`src/rtl/ball_split_scheduler.sv`:
```
// Ball split scheduler: turns rope/shot hits into slot load/kill commands, splitting a
// hit ball into two smaller children (parent slot reused, sibling placed in a free slot).
module ball_split_scheduler #(
    parameter int NUM_SLOTS   = 4,
    parameter int MAX_SIZE    = 3,
    parameter int INIT_XSPEED = 64,
    parameter int INIT_YSPEED = -128
) (
    input  logic                         clk,
    input  logic                         reset,
    input  logic                         start_game,
    input  logic                         hit_req,
    input  logic [$clog2(NUM_SLOTS)-1:0] hit_slot,
    output logic                         hit_ack,
    output logic                         load_valid,
    output logic [$clog2(NUM_SLOTS)-1:0] load_slot,
    output logic [1:0]                   load_size,
    output logic signed [31:0]           load_xspeed,
    output logic signed [31:0]           load_yspeed,
    output logic                         kill_valid,
    output logic [NUM_SLOTS-1:0]         slot_active,
    output logic                         all_cleared
);

    localparam int                DATA_W    = 32;
    localparam int                SLOT_W    = $clog2(NUM_SLOTS);
    localparam logic [SLOT_W-1:0] LAST_SLOT = SLOT_W'(NUM_SLOTS - 1);
    localparam logic [1:0]        INIT_SIZE = 2'(MAX_SIZE);

    typedef enum logic [2:0] {
        IDLE,
        SEARCH,
        LOAD1,
        LOAD2,
        KILL,
        ACK
    } state_t;

    state_t state;

    logic [1:0]               tbl_size [NUM_SLOTS];
    logic signed [DATA_W-1:0] tbl_x    [NUM_SLOTS];
    logic signed [DATA_W-1:0] tbl_y    [NUM_SLOTS];

    logic                     started;
    logic [SLOT_W-1:0]        par_slot;
    logic [1:0]               par_size;
    logic signed [DATA_W-1:0] par_x;
    logic signed [DATA_W-1:0] par_y;
    logic [SLOT_W-1:0]        scan_idx;
    logic [SLOT_W-1:0]        free_slot;
    logic                     child2_drop;

    logic [1:0]               child_size;
    logic signed [DATA_W-1:0] child_yspd;
    logic signed [DATA_W-1:0] child2_xspd;

    // Two's complement negation; the most negative value maps onto itself.
    function automatic logic signed [DATA_W-1:0] neg_wrap(input logic signed [DATA_W-1:0] v);
        return -v;
    endfunction

    // Both children always head upward (negative y).
    function automatic logic signed [DATA_W-1:0] child_y(input logic signed [DATA_W-1:0] py);
        return (py < 0) ? py : neg_wrap(py);
    endfunction

    assign child_size  = par_size - 2'd1;
    assign child_yspd  = child_y(par_y);
    assign child2_xspd = neg_wrap(par_x);

    assign all_cleared = started && (state == IDLE) && (slot_active == '0);

    always_ff @(posedge clk) begin
        if (reset) begin
            state       <= IDLE;
            started     <= 1'b0;
            slot_active <= '0;
            load_valid  <= 1'b0;
            kill_valid  <= 1'b0;
            hit_ack     <= 1'b0;
            load_slot   <= '0;
            load_size   <= '0;
            load_xspeed <= '0;
            load_yspeed <= '0;
            par_slot    <= '0;
            par_size    <= '0;
            par_x       <= '0;
            par_y       <= '0;
            scan_idx    <= '0;
            free_slot   <= '0;
            child2_drop <= 1'b0;
            for (int i = 0; i < NUM_SLOTS; i++) begin
                tbl_size[i] <= '0;
                tbl_x[i]    <= '0;
                tbl_y[i]    <= '0;
            end
        end else begin
            load_valid <= 1'b0;
            kill_valid <= 1'b0;
            hit_ack    <= 1'b0;

            unique case (state)
                IDLE: begin
                    if (start_game) begin
                        started     <= 1'b1;
                        slot_active <= NUM_SLOTS'(1);
                        tbl_size[0] <= INIT_SIZE;
                        tbl_x[0]    <= INIT_XSPEED;
                        tbl_y[0]    <= INIT_YSPEED;
                        load_valid  <= 1'b1;
                        load_slot   <= '0;
                        load_size   <= INIT_SIZE;
                        load_xspeed <= INIT_XSPEED;
                        load_yspeed <= INIT_YSPEED;
                    end else if (hit_req) begin
                        par_slot <= hit_slot;
                        if (!slot_active[hit_slot]) begin
                            state   <= ACK;
                            hit_ack <= 1'b1;
                        end else if (tbl_size[hit_slot] == 2'd0) begin
                            state                 <= KILL;
                            kill_valid            <= 1'b1;
                            load_slot             <= hit_slot;
                            slot_active[hit_slot] <= 1'b0;
                        end else begin
                            state       <= SEARCH;
                            par_size    <= tbl_size[hit_slot];
                            par_x       <= tbl_x[hit_slot];
                            par_y       <= tbl_y[hit_slot];
                            scan_idx    <= '0;
                            child2_drop <= 1'b0;
                        end
                    end
                end

                // One slot per cycle; an exhausted scan drops the second child.
                SEARCH: begin
                    if (!slot_active[scan_idx] || scan_idx == LAST_SLOT) begin
                        state              <= LOAD1;
                        free_slot          <= scan_idx;
                        child2_drop        <= slot_active[scan_idx];
                        load_valid         <= 1'b1;
                        load_slot          <= par_slot;
                        load_size          <= child_size;
                        load_xspeed        <= par_x;
                        load_yspeed        <= child_yspd;
                        tbl_size[par_slot] <= child_size;
                        tbl_y[par_slot]    <= child_yspd;
                    end else begin
                        scan_idx <= scan_idx + SLOT_W'(1);
                    end
                end

                LOAD1: begin
                    state <= LOAD2;
                    if (!child2_drop) begin
                        load_valid             <= 1'b1;
                        load_slot              <= free_slot;
                        load_size              <= child_size;
                        load_xspeed            <= child2_xspd;
                        load_yspeed            <= child_yspd;
                        slot_active[free_slot] <= 1'b1;
                        tbl_size[free_slot]    <= child_size;
                        tbl_x[free_slot]       <= child2_xspd;
                        tbl_y[free_slot]       <= child_yspd;
                    end
                end

                LOAD2: begin
                    state   <= ACK;
                    hit_ack <= 1'b1;
                end

                KILL: begin
                    state   <= ACK;
                    hit_ack <= 1'b1;
                end

                ACK: begin
                    state <= IDLE;
                end

                default: begin
                    state <= IDLE;
                end
            endcase
        end
    end

endmodule
```
`config.mk`:
```
export PLATFORM = sky130hd
export DESIGN_NAME = ball_split_scheduler
export DESIGN_NICKNAME = d
export VERILOG_FILES = /design/src/rtl/ball_split_scheduler.sv
export SDC_FILE = /design/constraint.sdc
export NUM_CORES = 1
export LEC_CHECK = 0
export ABC_AREA = 1
export CAP_MARGIN = 25
export CORE_ASPECT_RATIO = 1.4
export CORE_MARGIN = 2
export CORE_UTILIZATION = 40
export CTS_CLUSTER_SIZE = 8
export DETAILED_ROUTE_END_ITERATION = 16
export GPL_TIMING_DRIVEN = 0
export PLACE_DENSITY = 0.64
export SKIP_CTS_REPAIR_TIMING = 1
export SLEW_MARGIN = 20
export SYNTH_ARGS = -nofsm -noshare
export SYNTH_HDL_FRONTEND = slang
export SYNTH_SLANG_ARGS = --single-unit
```
`constraint.sdc`:
```
create_clock -name clk -period 6.35 [get_ports clk]
set_clock_uncertainty 0.15 [all_clocks]
set_input_delay 1.27 -clock clk [delete_from_list [all_inputs] [get_ports clk]]
set_output_delay 1.27 -clock clk [all_outputs]
set_load 0.03 [all_outputs]
```
==> flow_metrics.env <==
export IMPL_yosys_area_top_type_share=0.424
export IMPL_max_freq_ghz=0.229
export IMPL_cp_max_fo=19
export IMPL_ir_drop_mv=0.310
export IMPL_drt_iter0_drc=1415
export IMPL_worstRegToRegCells=11
export IMPL_grt_pass1_vias=16500
export IMPL_reg2reg_from="state[2]"
export IMPL_grt_ovfl_total=0
export IMPL_preCtsSetupSlack_ns=1.49
export IMPL_clockBufferDepth=3
export IMPL_vias=16300
export IMPL_leakage_nw=8.98
export IMPL_grt_first_pass_wirelength_um=96800
export IMPL_antenna_found_initial=0
export IMPL_fin_tns_setup_ns=0
export IMPL_drt_total_wl_um=64500
export IMPL_synth_seq_cells=416
export IMPL_root_buffer="clkbuf_16"
export IMPL_area_growth_pct=18.8
export IMPL_max_stage_delay_ns=0.54
export IMPL_die_area_um2=48500
export IMPL_ys_seq_area_frac=0.587
export IMPL_gp_congestion=0.967
export IMPL_place_inst=2805
export IMPL_final_cell_mix="nand2_1 (370), nor2_1 (334), edfxtp_1 (264), a21oi_1 (168), inv_1 (162)"
export IMPL_initial_utilization=0.406
export IMPL_final_cells=2911
export IMPL_wl_per_cell_um=22.2
export IMPL_fin_crit_sh=0.688
export IMPL_r2r_slack_ns=2.86
export IMPL_clkTransAtPathRegs_ns=0.05
export IMPL_end_kind="flop"
export IMPL_worstPathArrival_ns=4.54
export IMPL_fp_coreArea_um2=46100
export IMPL_dp_hpwl_um=46800
export IMPL_ys_types=36
export IMPL_p_total_w=0.00975
export IMPL_clk_latency_ns=0.59
export IMPL_required_ns=6.52
export IMPL_final_max_slew_viol_count=0
export IMPL_synth_nets=2101
export IMPL_ys_top_cells_by_area="edfxtp_1 (42%), dfxtp_1 (16%), nand2_1 (7.5%), nor2_1 (6.7%), a21oi_1 (4.5%)"
export IMPL_htree_levels=2
export IMPL_r2r_end="tbl_x[1][4]"
export IMPL_grt_setup_unrepaired="false"
export IMPL_num_nets_final=2256
export IMPL_diodes=0
export IMPL_fillCellCount=4411
export IMPL_path_cells="clkdlybuf4s50_1, clkinv_1, nand3_2, inv_1, a21oi_1, buf_2, nand2_2, buf_16"
export IMPL_tightest_slew_ns=0.988
export IMPL_grt_total_usage=0.263
export IMPL_finalCriticalPeriod_ns=4.37
export IMPL_portBuffers=81
export IMPL_setup_viol_count_final=0
export IMPL_hold_viol=0
export IMPL_clkSinkCount=416
export IMPL_startpoint_type="input pin"
export IMPL_synth_area_per_cell_um2=8.94
export IMPL_firstDrtPassIters=6
export IMPL_avgViaCountPerCell=5.59
export IMPL_die_w_um=187
export IMPL_rows=93
export IMPL_drive_gt1_frac=0.0693
export IMPL_crit_slowest_cell="a21oi_1"
export IMPL_crit_end="tbl_x[0][25]"
export IMPL_final_common_cell="nand2_1"
export IMPL_grt_max_degree=22
export IMPL_crit_start="reset"
export IMPL_min_delay_path_class="flop to flop"
export IMPL_relSlewSlack=0.342
export IMPL_syn_area_um2=18700
export IMPL_cap_violations=0
export IMPL_holdWs_ns=0.312
export IMPL_power_density_nw_per_um2=439
export IMPL_antenna_left=0
export IMPL_syn_inst=2092
export IMPL_ioPinCount=82
export IMPL_die_h_um=260
export IMPL_setup_slack_ns=1.98
export IMPL_drc=0
export IMPL_status="completed"
export IMPL_tritoncts="yes"
export IMPL_ys_warn_count=0
export IMPL_post_synth_top_area_cell="edfxtp_1"
export IMPL_crit_type="input pin to flop"
export IMPL_cts_buffers=57
## kinds of logic (layout without fill, tap and decap cells)
family                   count (synthesis)  after routing  share of synthesized area
AND/OR/NAND/NOR                        936            936                      0.208
flip-flops                             416            416                      0.587
adder cells (fa/ha/maj)                  3              3                    0.00201
XOR/XNOR                                26             26                     0.0122
buffers and inverters                  291            493                     0.0621
AO/OA/AOI/OAI                          420            420                      0.129
## critical path, delay by kind of cell
family / cells / cell delay [ns]
AOI/OAI and AO/OA: 1 / 0.54
buffers and inverters: 5 / 1.76
and+or+nand+nor: 2 / 0.93
## per-layer routing
layer / track usage / vias up / wire, um / share of wire
met4: 0.168 / 0 / 4430 / 0.069
met2: 0.486 / 735 / 33000 / 0.51
li1: - / 7486 / - / -
met1: 0.285 / 7810 / 23300 / 0.36
met5: 0 / - / 0 / 0
met3: 0.0305 / 236 / 3740 / 0.058
## power by group
part	switching [W]	total (W)	internal, W	leakage [nW]
logic	0.00215	0.00306	0.000901	4.21
registers	0.000265	0.00383	0.00357	3.99
clock network	0.00114	0.00286	0.00172	0.786
## stage by stage
| step | instance area, um2 | utilization |
|---|---|---|
| finish | 22200 | 0.482 |
| global route | 22200 | 0.482 |
| CTS | 22200 | 0.482 |
| detailed placement | 20600 | 0.446 |
| global placement | 20300 | 0.440 |
| floorplan | 18700 | - |
## flip-flops by register name (all words and copies together) (netlist names), 3 cells and up
register     flops
load_xspeed     32
par_y           32
tbl_x          128
slot_active      4
state            3
load_yspeed     32
par_x           32
tbl_size         8
tbl_y          128
## synthesized netlist by cell type
library cell,count
o21ai_1,8
a221oi_1,64
a22oi_1,2
o211ai_1,7
nand3_1,157
nand3_2,4
nor2_1,334
dfxtp_1,152
nand4_1,23
a31oi_1,5
nor2_2,5
inv_2,10
nor2_4,4
or2_2,2
o22ai_1,8
nand2_1,376
a21oi_1,169
nor3_1,20
nand3b_1,2
ha_1,3
xor2_1,21
clkbuf_1,65
buf_2,35
inv_1,162
xnor2_1,5
nor4_1,2
o21a_1,2
buf_1,11
o21ai_0,146
o21bai_1,6
nand2_2,7
edfxtp_1,264
o21ai_2,2
clkinv_1,1
a21o_1,1
buf_4,7
## how the worst min path moves through the flow
stage	startpoint	end	depth (start not counted)
after detailed placement	load_yspeed[1]	load_yspeed[1]	2
after CTS	load_yspeed[6]	load_yspeed[6]	2
after floorplan	started	started	2
final	load_yspeed[6]	load_yspeed[6]	2
after global placement	load_yspeed[4]	load_yspeed[4]	2
after global routing	load_yspeed[4]	load_yspeed[4]	2
## area by class of cell
class,count,area (um2),area share
inverters,173,649,0.0292
multi-input cells,1385,6600,0.297
clock buffers,105,1650,0.0742
well taps,617,772,0.0347
repair buffers,96,1050,0.0473
flip-flops and latches,416,11000,0.494
clock inverters,1,8.76,0.000394
plain buffers,118,513,0.0231
Note: power is estimated with default switching activity, not from simulation.
